**src/rtl/bitmask_scanner_pkg.sv**
```systemverilog
// Shared types and helpers for the bitmask scanner: FSM state encoding and index-width derivation.
package bitscan_pkg;

    typedef enum logic {
        IDLE = 1'b0,
        SCAN = 1'b1
    } scan_state_t;

    // Index width for a mask of w bits; a 1-bit mask still needs a 1-bit index.
    function automatic int idx_width(input int w);
        return (w > 1) ? $clog2(w) : 1;
    endfunction

endpackage

```
**src/rtl/bitmask_scanner_lowest_set_index.sv**
```systemverilog
// Combinational priority encoder: index of the lowest set bit of a mask, plus that bit as one-hot.
module lowest_set_index
    import bitscan_pkg::*;
#(
    parameter  int WIDTH = 8,
    localparam int IW    = idx_width(WIDTH)
) (
    input  logic [WIDTH-1:0] mask_i,
    output logic [IW-1:0]    idx_o,
    output logic [WIDTH-1:0] onehot_o
);

    // Scan from the top down so the lowest set bit is the last one written.
    always_comb begin
        idx_o = '0;
        for (int i = WIDTH - 1; i >= 0; i--) begin
            if (mask_i[i]) begin
                idx_o = IW'(i);
            end
        end
    end

    assign onehot_o = mask_i & (~mask_i + WIDTH'(1));

endmodule

```
**src/rtl/bitmask_scanner.sv**
```systemverilog
// Expands an accepted mask into one set-bit index per beat, lowest bit first.
// Optional macro BITMASK_SCANNER_COUNT_EN adds a registered popcount output COUNT.
module bitmask_scanner
    import bitscan_pkg::*;
#(
    parameter  int WIDTH = 8,
    localparam int IW    = idx_width(WIDTH)
) (
    input  logic             CLK,
    input  logic             RST_N,
    input  logic             IN_VALID,
    output logic             IN_READY,
    input  logic [WIDTH-1:0] X,
    output logic             OUT_VALID,
    input  logic             OUT_READY,
    output logic [IW-1:0]    IDX,
    output logic             LAST,
    output logic             ANY,
    output logic             EMPTY,
`ifdef BITMASK_SCANNER_COUNT_EN
    output logic [IW:0]      COUNT,
`endif
    output scan_state_t      DBG_STATE
);

    // Handshake: a transfer happens on a rising edge where VALID and READY are both high;
    // IN_READY and OUT_VALID come from registered state only, and IDX/LAST stay put while stalled.
    scan_state_t      state_q, state_d;
    logic [WIDTH-1:0] mask_q, mask_d;
    logic             any_q, any_d;
    logic             empty_q, empty_d;
    logic [IW-1:0]    low_idx;
    logic [WIDTH-1:0] low_onehot;
    logic             mask_is_last;

    lowest_set_index #(.WIDTH(WIDTH)) u_lsi (
        .mask_i   (mask_q),
        .idx_o    (low_idx),
        .onehot_o (low_onehot)
    );

    assign mask_is_last = (mask_q & (mask_q - WIDTH'(1))) == '0;

    always_comb begin
        state_d = state_q;
        mask_d  = mask_q;
        any_d   = any_q;
        empty_d = 1'b0;
        case (state_q)
            IDLE: begin
                if (IN_VALID) begin
                    any_d   = |X;
                    empty_d = (X == '0);
                    if (X != '0) begin
                        mask_d  = X;
                        state_d = SCAN;
                    end
                end
            end
            SCAN: begin
                if (OUT_READY) begin
                    mask_d = mask_q & ~low_onehot;
                    if (mask_is_last) begin
                        state_d = IDLE;
                    end
                end
            end
            default: state_d = IDLE;
        endcase
    end

    always_ff @(posedge CLK or negedge RST_N) begin
        if (!RST_N) begin
            state_q <= IDLE;
            mask_q  <= '0;
            any_q   <= 1'b0;
            empty_q <= 1'b0;
        end else begin
            state_q <= state_d;
            mask_q  <= mask_d;
            any_q   <= any_d;
            empty_q <= empty_d;
        end
    end

    assign IN_READY  = (state_q == IDLE);
    assign OUT_VALID = (state_q == SCAN);
    assign IDX       = low_idx;
    assign LAST      = OUT_VALID & mask_is_last;
    assign ANY       = any_q;
    assign EMPTY     = empty_q;
    assign DBG_STATE = state_q;

`ifdef BITMASK_SCANNER_COUNT_EN
    logic [IW:0] count_q, count_d;

    always_comb begin
        count_d = count_q;
        if (IN_READY && IN_VALID) begin
            count_d = '0;
            for (int i = 0; i < WIDTH; i++) begin
                count_d = count_d + {{IW{1'b0}}, X[i]};
            end
        end
    end

    always_ff @(posedge CLK or negedge RST_N) begin
        if (!RST_N) begin
            count_q <= '0;
        end else begin
            count_q <= count_d;
        end
    end

    assign COUNT = count_q;
`endif

endmodule
```
**config.mk**
```make
export PLATFORM = sky130hd
export DESIGN_NAME = bitmask_scanner
export DESIGN_NICKNAME = d
export VERILOG_FILES = /design/src/rtl/bitmask_scanner_pkg.sv /design/src/rtl/bitmask_scanner_lowest_set_index.sv /design/src/rtl/bitmask_scanner.sv
export SDC_FILE = /design/constraint.sdc
export NUM_CORES = 1
export LEC_CHECK = 0
export CAP_MARGIN = 20
export CORE_AREA = 2 2 42 44
export DETAILED_ROUTE_END_ITERATION = 10
export DIE_AREA = 0 0 44 46
export PLACE_DENSITY = 0.7
export SLEW_MARGIN = 5
export SYNTH_ARGS = -nofsm -noshare
export SYNTH_HDL_FRONTEND = slang
export SYNTH_SLANG_ARGS = --single-unit
```
**constraint.sdc**
```tcl
create_clock -name CLK -period 2.76 [get_ports CLK]
set_clock_uncertainty 0.15 [all_clocks]
set_input_delay 0.276 -clock CLK [delete_from_list [all_inputs] [get_ports CLK]]
set_output_delay 0.276 -clock CLK [all_outputs]
set_load 0.03 [all_outputs]
```
After elaboration in Yosys (flattened, before gate mapping):

Index checks and enable logic that the tools add are counted.

* bits in registers: 11
* input bits: 12
* output and inout port bits: 9
* logic and storage cells: 41

* add/subtract/negate cells: 2
* equal/unequal tests: 3
* multiplexer cells: 19
* bitwise gates (word level): 7
* reductions and logical operators: 6

Operators by type and width (count)
* 8-bit bitwise AND: 3
* 3-bit two-way mux: 8
* 8-bit two-way mux: 3
* 8-bit zero test: 2
* 8-bit NOT: 2
* 8-bit one-hot mux with 2 select lines: 1
* 8-bit by 1-bit adder with 8-bit output (second input constant): 1
* 8-bit nonzero test: 1
* 8-bit OR reduction: 1
* 8-bit by 1-bit subtractor with 8-bit output (second input constant): 1
* 1-bit two-way mux: 6
* 2-bit != test (second input constant): 2
* 3-bit AND reduction: 1
* 2-bit by 1-bit != test with 1-bit output (second input constant): 1
* 1-bit one-hot mux with 2 select lines: 1
* 2-bit AND reduction: 1
* 1-bit bitwise AND: 1
* 1-bit NOT: 1

Depth between registers and ports, before layout:

Gate-level depths: netlist of run 1.

* depth after elaboration: 8
* gate-level depth with buffers: 5

Modules after synthesis:

Synthesis of run 1 repeated with hierarchy kept, for this count alone.

* cell total of the unflattened synthesis: 73
* area total of the unflattened synthesis: 700.7 µm²

By module, submodules not included
* bitmask_scanner: times used 1, cells an instance 53, area an instance 554.3 µm²
* lowest_set_index: times used 1, cells an instance 20, area an instance 146.4 µm²

Worst setup path before layout of run 1:

Ideal clock, no wire load.

* kind: register -> output
* from: reg mask_q[1]
* to: out LAST
* arrival time: 2290 ps
* path slack: 44 ps
* cell stages (with the launch flop): 5
* cells stage by stage: dfrtp_1 -> or4_4 -> or3_2 -> nand3b_1 -> nor3b_1

* cells in the longest elaborated chain, start to end: 4

Ends and longest elaborated chain
* from (decl): line bitmask_scanner.sv:29 `logic [WIDTH-1:0] mask_q, mask_d;`
* from (signal assigned): line bitmask_scanner.sv:80 `mask_q <= mask_d;`
* 8-bit by 1-bit subtractor with 8-bit output: line bitmask_scanner.sv:42 `assign mask_is_last = (mask_q & (mask_q - WIDTH'(1))) == '0;`
* 8-bit bitwise AND (*): line bitmask_scanner.sv:42
* 8-bit zero test (*): line bitmask_scanner.sv:42
* 1-bit bitwise AND (*): line bitmask_scanner.sv:89 `assign LAST = OUT_VALID & mask_is_last;`
* to (decl): line bitmask_scanner.sv:17 `output logic LAST,`

Every way passes the cells marked *; elsewhere a longest branch is shown, timed or not.

Worst setup path after layout of run 1:

Same ends and word-level chain as after synthesis.

==> impl_metrics.json, run 1 <==
{
  "placed_cells_incl_taps": 100,
  "max_freq_mhz": 381,
  "num_antenna_cells": 0,
  "rsz0062_at_grt": "false",
  "crit_chain": "or4_4 > or3_2 > nand3b_1 > nor3b_2 > buf_4",
  "critPathMaxFanout": 8,
  "wirelength_mm": 1.58,
  "yosysWarnings": 0,
  "cts_buffers": 3,
  "worstPathArrival_ns": 2.20,
  "fin_crit_sh": 0.951,
  "synth_cells": 65,
  "syn_nets": 77,
  "start_util": 0.389,
  "cts-resized-gates": 0,
  "top_layer_used": "met4",
  "cellPowerDensity_mw_per_mm2": 1280,
  "syn_area_per_cell_um2": 9.66,
  "cts_sinks": 11,
  "synth_top_flop_cell": "dfrtp_1",
  "wl_met1_um": 710,
  "async_reset_ff_frac": 1.00,
  "dr_wl_met2_um": 733,
  "synth-edff-count": 0,
  "boundaryPins": 21,
  "fin_tns_setup_ns": 0,
  "setup-violations-final": 0,
  "tritoncts": "built",
  "critPathBufInv": 1,
  "ys_types": 28,
  "chipWidth_um": 44,
  "viasPerCell": 5.83,
  "finalNonFillerCells": 104,
  "required_ns": 2.33,
  "num_rows": 15,
  "drv_slew": 0,
  "status": "complete, no violations",
  "postRouteAntennaNets": 0,
  "hold_viol": 0,
  "drive_gt1_frac": 0.161,
  "max_stage_delay_ns": 0.59,
  "p_total_mw": 1.12,
  "path_clk_slew_ns": 0.08,
  "via_count": 606,
  "antenna_found_initial": 0,
  "gr-usage-all-layers": 0.165,
  "synth_area_leaders": "dfrtp_1, a32o_1, nor2_1, or4_4, a21oi_1",
  "dp_hpwl_mm": 1.18,
  "crit_type": "reg2out",
  "gr-total-overflow": 0,
  "cts_buffer_depth": 2,
  "maxSlewHeadroom": 0.580,
  "p_leak_nw": 0.364,
  "die_area_mm2": 0.00202,
  "grt_max_degree": 13,
  "slowest_stage": "or4_4",
  "fillers": 138,
  "dr.pass1.iters": 4,
  "final_net_count": 100,
  "maxCapViolations": 0,
  "cts_root_buf": "clkbuf_4",
  "wire_per_inst_um": 15.1,
  "crit_family": "simple AND/OR/NAND/NOR gates",
  "yosysTopAreaCellShare": 0.438,
  "holdCritPathClass": "in2async",
  "areaGrowthSynthToFinish_pct": 38.8,
  "end_kind": "output port",
  "cts.htree.levels": 1,
  "grt_pass1_wl_mm": 2.44,
  "route.met3.wl_um": 126,
  "ys_ff_latch": 11,
  "cts_setup_buffers": 0,
  "vdd_drop_max_v": 0.000617,
  "core_region_area_mm2": 0.00161,
  "grt_pass1_vias": 573,
  "postCtsHoldBufs": 0,
  "clk_latency_ns": 0.27,
  "yosysSeqAreaShare": 0.438,
  "fin_crit_ns": 2.62,
  "drt-initial-drc-count": 20,
  "cp-start-kind": "flip-flop",
  "place.gp.congestion": 0.819,
  "drc": 0,
  "worstMarginPinSlew_ns": 0.624,
  "portBuffers": 20,
  "fp.dieH_um": 46,
  "syn_area_um2": 628,
  "yosys.area.top_type": "dfrtp_1"
}
==> cell families after synthesis <==
| family | Yosys count | synth area share |
|---|---|---|
| and+or+nand+nor | 27 | 0.245 |
| AOI/OAI and AO/OA | 20 | 0.259 |
| DFF | 11 | 0.438 |
| buffers and inverters | 6 | 0.0418 |
| adders and majority gates | 1 | 0.0159 |
==> placed cells by master (no fill, tap or decap), drive strengths merged <==
cell and n:
nand3b 1, nor3b 1, o311a 1, clkdlybuf4s50 19
or3 2, o21bai 1, and3 1, or2 1
a21oi 4, maj3 1, a21o 2, clkbuf 4
or4 2, dfrtp 11, nor2b 1, nor2 7
o21a 1, a21boi 1, a221o 2, a32o 4
a22o 2, nand2 3, nor4 3, nor3 4
buf 2, a211oi 2, inv 3, nand2b 1
==> sequential cells by signal (all words and copies together), names as in the netlist <==
register and count:
DBG_STATE 1, EMPTY 1, mask_q 8, ANY 1
==> synthesized netlist by cell type, drive strengths merged, types with 2 or more instances <==
library cell,number
nand2,3
or3,2
dfrtp,11
a32o,4
a21oi,4
nor3,4
a221o,2
a21o,2
inv,3
a211oi,2
nor2,7
a22o,2
or4,2
nor4,3
clkbuf,2
==> cell type report <==
cell class,count,area (um^2),area share
timing repair buffer,21,205,0.235
tap,17,21.3,0.0244
clock buffer,4,26.3,0.0301
inverter,3,11.3,0.0129
sequential,11,277,0.317
multi-input combinational,48,332,0.380
==> layer usage <==
metal / vias up / track usage
met5: - / 0
met4: 0 / 0.0545
met3: 2 / 0.0397
met2: 27 / 0.282
met1: 281 / 0.204
li1: 296 / -
==> power by group <==
part | switching [mW] | total [mW] | internal (mW) | leakage, nW
logic | 0.347 | 0.685 | 0.338 | 0.215
clock network | 0.0548 | 0.111 | 0.0559 | 0.0150
registers | 0.104 | 0.321 | 0.217 | 0.134
==> final timing paths <==
kind                       cells past startpoint        end  slack [ns]  startpoint
max                                            5       LAST        0.14   mask_q[1]
min                                            1  mask_q[6]        0.20       RST_N
max reg2reg                                    4  mask_q[7]        0.62   mask_q[1]
min reg2reg                                    2        ANY        0.35         ANY
max in group asynchronous                      1  mask_q[1]        1.86       RST_N
min in group CLK                               2        ANY        0.35         ANY
==> through the flow <==
step | hold WS, ns | util | cell area, um^2 | worst slack (ns)
floorplan | -0.170 | - | 628 | 0.0439
global placement | 0.334 | 0.520 | 840 | 0.406
detailed placement | 0.344 | 0.520 | 840 | 0.360
CTS | 0.214 | 0.536 | 866 | 0.0596
global route | 0.231 | 0.540 | 872 | 0.0518
finish | 0.202 | 0.540 | 872 | 0.136
Power figures use the tool's default switching activity.
==> run 2, diff against run 1 <==
--- a/config.mk
+++ b/config.mk
@@ -6,10 +6,11 @@
 export NUM_CORES = 1
 export LEC_CHECK = 0
 export CAP_MARGIN = 20
-export CORE_AREA = 2 2 42 44
+export CORE_AREA = 2 2 40 42
+export CTS_BUF_LIST = sky130_fd_sc_hd__clkbuf_4 sky130_fd_sc_hd__clkbuf_8
 export DETAILED_ROUTE_END_ITERATION = 10
-export DIE_AREA = 0 0 44 46
-export PLACE_DENSITY = 0.7
+export DIE_AREA = 0 0 42 44
+export PLACE_DENSITY = 0.76
 export SLEW_MARGIN = 5
 export SYNTH_ARGS = -nofsm -noshare
 export SYNTH_HDL_FRONTEND = slang
==> constraint.sdc (replaced) <==
create_clock -name CLK -period 2.56 [get_ports CLK]
set_clock_uncertainty 0.15 [all_clocks]
set_input_delay 0.256 -clock CLK [delete_from_list [all_inputs] [get_ports CLK]]
set_output_delay 0.256 -clock CLK [all_outputs]
set_load 0.03 [all_outputs]
==> impl_metrics.json, run 2 (same netlist as run 1, synthesis figures left out) <==
{
  "p_sw_frac": 0.445,
  "fp.dieH_um": 44,
  "design_area_um2": 923,
  "final_net_count": 106,
  "cp_common_cell": "or4_4",
  "antenna_found_initial": 0,
  "required_ns": 2.15,
  "setup-violations-final": 0,
  "largest_reg_flops": 8,
  "start_util": 0.443,
  "place.gp.congestion": 0.761,
  "crit_type": "reg2out",
  "p_total_mw": 1.31,
  "drv_slew": 0,
  "areaGrowthSynthToFinish_pct": 47.0,
  "max_freq_mhz": 393,
  "postCtsHoldBufs": 0,
  "fillers": 112,
  "num_antenna_cells": 0,
  "boundaryPins": 21,
  "hold_viol": 0,
  "core_region_area_mm2": 0.00142,
  "clk_latency_ns": 0.28,
  "cts_root_buf": "clkbuf_4",
  "via_count": 628,
  "switchingPower_mw": 0.584,
  "viasPerCell": 5.76,
  "cts_buffers": 3,
  "end_kind": "output port",
  "postRouteAntennaNets": 0,
  "wire_per_inst_um": 16.0,
  "gr-total-overflow": 0,
  "gr-usage-all-layers": 0.213,
  "drt-initial-drc-count": 21,
  "maxSlewHeadroom": 0.650,
  "cp-start-kind": "flip-flop",
  "p_leak_nw": 0.399,
  "critPathMaxFanout": 4,
  "drc": 0,
  "regToRegEndpoint": "mask_q[7]",
  "r2r_cells": 4,
  "tritoncts": "built",
  "path_clk_slew_ns": 0.08,
  "critPathBufInv": 1,
  "crit_family": "simple AND/OR/NAND/NOR gates",
  "fin_hold_ws_ns": 0.160,
  "pwr-share-comb": 0.640,
  "rsz0062_at_grt": "true",
  "cts_sinks": 11,
  "drive_gt1_frac": 0.226,
  "r2r-start": "mask_q[1]",
  "vdd_drop_max_v": 0.00119,
  "dr.pass1.iters": 4,
  "chipWidth_um": 42,
  "cellPowerDensity_mw_per_mm2": 1420,
  "final_common_cell": "clkdlybuf4s50_1",
  "cts.htree.levels": 1,
  "fin_crit_ns": 2.54,
  "portBuffers": 20,
  "slowest_stage": "or4_4",
  "fin_crit_sh": 0.993,
  "grt_max_degree": 12,
  "grt_pass1_vias": 611,
  "clkPwrFrac": 0.107,
  "die_area_mm2": 0.00185,
  "regMostFlops": "mask_q",
  "crit_chain": "or4_4 > or4_4 > nand3b_1 > nor3b_2 > buf_4",
  "p_int_mw": 0.728,
  "cts_buffer_depth": 2,
  "seqPwrFrac": 0.253,
  "max_stage_delay_ns": 0.55,
  "worstMarginPinSlew_ns": 0.524,
  "worstPathArrival_ns": 2.14,
  "rrSetupSlack_ns": 0.46,
  "num_rows": 14,
  "maxCapViolations": 0,
  "holdCritPathClass": "in2async",
  "place_area_um2": 851,
  "wirelength_mm": 1.75,
  "status": "complete, no violations",
  "grt_pass1_wl_mm": 2.84,
  "mostFrequentLayoutCells": "clkdlybuf4s50_1, dfrtp_1, buf_4, nor2_1"
}
run 2: area by class of cell:
class | instances | area [um^2] | area share
Clock buffer | 4 | 30.0 | 0.0325
Multi-Input combinational cell | 48 | 335 | 0.363
Timing Repair Buffer | 27 | 250 | 0.271
Sequential cell | 11 | 277 | 0.299
Inverter | 3 | 11.3 | 0.0122
Tap cell | 16 | 20.0 | 0.0217
run 2: worst max-delay path by stage:
stage | slack, ns | depth (start not counted) | startpoint | end
2_1_floorplan | 0.17 | 4 | mask_q[1] | LAST
3_3_place_gp | 0.26 | 5 | mask_q[1] | LAST
3_5_place_dp | 0.23 | 5 | mask_q[1] | LAST
4_1_cts | 0.01 | 5 | mask_q[1] | LAST
5_1_grt | -0.06 | 5 | mask_q[3] | LAST
6_report | 0.02 | 5 | mask_q[1] | LAST
run 2: timing repair:
action	in CTS	in global routing
pin swaps	1	1
setup buffers	4	1
resized for setup	1	1
setup endpoints to repair	1	1
hold endpoints to repair	0	0
run 2: power by group through the flow:
| stage | Combinational [mW] | Clock, mW | Sequential, mW |
|---|---|---|---|
| finish | 0.840 | 0.140 | 0.332 |
| global route | 0.901 | 0.150 | 0.342 |
| CTS | 0.819 | 0.142 | 0.326 |
| detailed placement | 0.747 | 0 | 0.347 |
| global placement | 0.742 | 0 | 0.343 |
| floorplan | 0.523 | 0 | 0.318 |
run 2: routing by layer:
layer | vias to the layer above | track usage | wire, um
met5 | - | 0 | 0
met2 | 19 | 0.325 | 844
met1 | 298 | 0.266 | 792
met3 | 4 | 0.0625 | 70
li1 | 307 | - | -
met4 | 0 | 0.135 | 40
run 2: through the flow:
step | util | setup WS (ns) | instances | setup TNS [ns]
detailed placement | 0.600 | 0.232 | 100 | 0
finish | 0.651 | 0.0167 | 109 | 0
CTS | 0.643 | 0.0129 | 108 | 0
global placement | 0.600 | 0.256 | 100 | 0
floorplan | - | 0.167 | 65 | 0
global route | 0.651 | -0.0634 | 109 | -0.0634
==> run 3, diff against run 2 <==
--- a/config.mk
+++ b/config.mk
@@ -6,11 +6,11 @@
 export NUM_CORES = 1
 export LEC_CHECK = 0
 export CAP_MARGIN = 20
-export CORE_AREA = 2 2 40 42
+export CORE_AREA = 2 2 49 51
 export CTS_BUF_LIST = sky130_fd_sc_hd__clkbuf_4 sky130_fd_sc_hd__clkbuf_8
 export DETAILED_ROUTE_END_ITERATION = 10
-export DIE_AREA = 0 0 42 44
-export PLACE_DENSITY = 0.76
+export DIE_AREA = 0 0 51 53
+export PLACE_DENSITY = 0.53
 export SLEW_MARGIN = 5
 export SYNTH_ARGS = -nofsm -noshare
 export SYNTH_HDL_FRONTEND = slang
==> impl_metrics.json, run 3 (same netlist as run 1, synthesis figures left out) <==
{
  "final_net_count": 108,
  "crit_type": "reg2out",
  "fin_crit_sh": 0.999,
  "maxCapViolations": 0,
  "rrSetupSlack_ns": 0.48,
  "dr.pass1.iters": 4,
  "gr-total-overflow": 0,
  "largest_reg_flops": 8,
  "r2r-start": "mask_q[1]",
  "cts_buffers": 3,
  "chipWidth_um": 51,
  "boundaryPins": 21,
  "drv_slew": 0,
  "cellPowerDensity_mw_per_mm2": 1400,
  "cts.htree.levels": 1,
  "worstMarginPinSlew_ns": 0.508,
  "startpoint": "mask_q[1]",
  "dp_hpwl_mm": 1.30,
  "r2r_cells": 4,
  "drive_gt1_frac": 0.242,
  "design_area_um2": 953,
  "rsz0062_at_grt": "true",
  "worstPathArrival_ns": 2.15,
  "max_freq_mhz": 391,
  "p_leak_nw": 0.408,
  "clk_latency_ns": 0.27,
  "grt_pass1_vias": 642,
  "holdCritPathClass": "in2async",
  "gr-usage-all-layers": 0.150,
  "regMostFlops": "mask_q",
  "status": "complete, no violations",
  "end_kind": "output port",
  "critPathMaxFanout": 5,
  "die_area_mm2": 0.00270,
  "setup-violations-final": 0,
  "post-route-util": 0.444,
  "place_area_um2": 881,
  "place.gp.congestion": 0.809,
  "fin_crit_ns": 2.56,
  "mostFrequentLayoutCells": "clkdlybuf4s50_1, dfrtp_1, buf_4, nor2_1",
  "drt-initial-drc-count": 20,
  "wirelength_mm": 1.75,
  "cp-start-kind": "flip-flop",
  "grt_pass1_wl_mm": 2.90,
  "required_ns": 2.15,
  "grt_max_degree": 12,
  "num_antenna_cells": 0,
  "final_common_cell": "clkdlybuf4s50_1",
  "vdd_drop_max_v": 0.000583,
  "areaGrowthSynthToFinish_pct": 51.8,
  "cts_root_buf": "clkbuf_4",
  "p_total_mw": 1.33,
  "drc": 0,
  "antenna_found_initial": 0,
  "via_count": 624,
  "maxSlewHeadroom": 0.660,
  "postRouteAntennaNets": 0,
  "hold_viol": 0,
  "cts_sinks": 11,
  "num_rows": 17,
  "start_util": 0.292,
  "core_region_area_mm2": 0.00215,
  "portBuffers": 20,
  "viasPerCell": 5.07,
  "postCtsHoldBufs": 0,
  "tritoncts": "built",
  "regToRegEndpoint": "mask_q[7]",
  "fp.dieH_um": 53,
  "wire_per_inst_um": 14.2,
  "cts_buffer_depth": 2,
  "path_clk_slew_ns": 0.08
}
run 3: cell types whose count changed in the layout (fill, tap and decap cells not counted):
cell and change:
buf_4 +2
run 3: worst max-delay path by stage:
stage | end | slack [ns] | cells after the start
after floorplan | LAST | 0.17 | 4
after global placement | LAST | 0.26 | 5
after detailed placement | LAST | 0.22 | 5
after CTS | LAST | 0.002 | 5
after global routing | LAST | -0.07 | 5
final | LAST | 0.002 | 5
run 3: routing by layer:
metal | up-vias | GRT usage | share of wire
li1 | 312 | - | -
met1 | 289 | 0.184 | 0.45
met5 | - | 0 | 0
met4 | 0 | 0.0811 | 0.019
met3 | 6 | 0.0282 | 0.042
met2 | 17 | 0.247 | 0.49
run 3: layout make-up:
cell class | instances | area (um^2)
Fill cell | 217 | 1190
Timing Repair Buffer | 29 | 265
Tap cell | 28 | 35.0
Inverter | 3 | 11.3
Clock buffer | 4 | 30.0
Multi-Input combinational cell | 48 | 335
Sequential cell | 11 | 277
run 3: where the power goes:
group | leakage [nW] | total [mW] | internal (mW) | switching (mW)
sequential | 0.134 | 0.316 | 0.234 | 0.0812
combinational | 0.256 | 0.885 | 0.448 | 0.436
clock | 0.0184 | 0.131 | 0.0709 | 0.0605
total | 0.408 | 1.33 | 0.754 | 0.578
run 3: what timing repair did:
item | CTS | global route
pin swaps | 1 | 2
buffers inserted | 4 | 1
endpoints found under the setup margin | 1 | 1
resized for setup | 1 | 1
run 3: critical path, cell delays in order (launching register included):
cell and delay [ns]:
dfrtp_2 0.41, or4_4 0.57, or4_4 0.43, nand3b_1 0.12, nor3b_2 0.17, buf_4 0.18
run 3: through the flow:
| step | hold WS [ns] | TNS, ns | worst slack, ns | cells |
|---|---|---|---|---|
| floorplan | -0.190 | 0 | 0.167 | 65 |
| global route | 0.200 | -0.0740 | -0.0740 | 123 |
| global placement | 0.340 | 0 | 0.259 | 114 |
| finish | 0.167 | 0 | 0.00157 | 123 |
| CTS | 0.183 | 0 | 0.00216 | 122 |
| detailed placement | 0.354 | 0 | 0.220 | 114 |
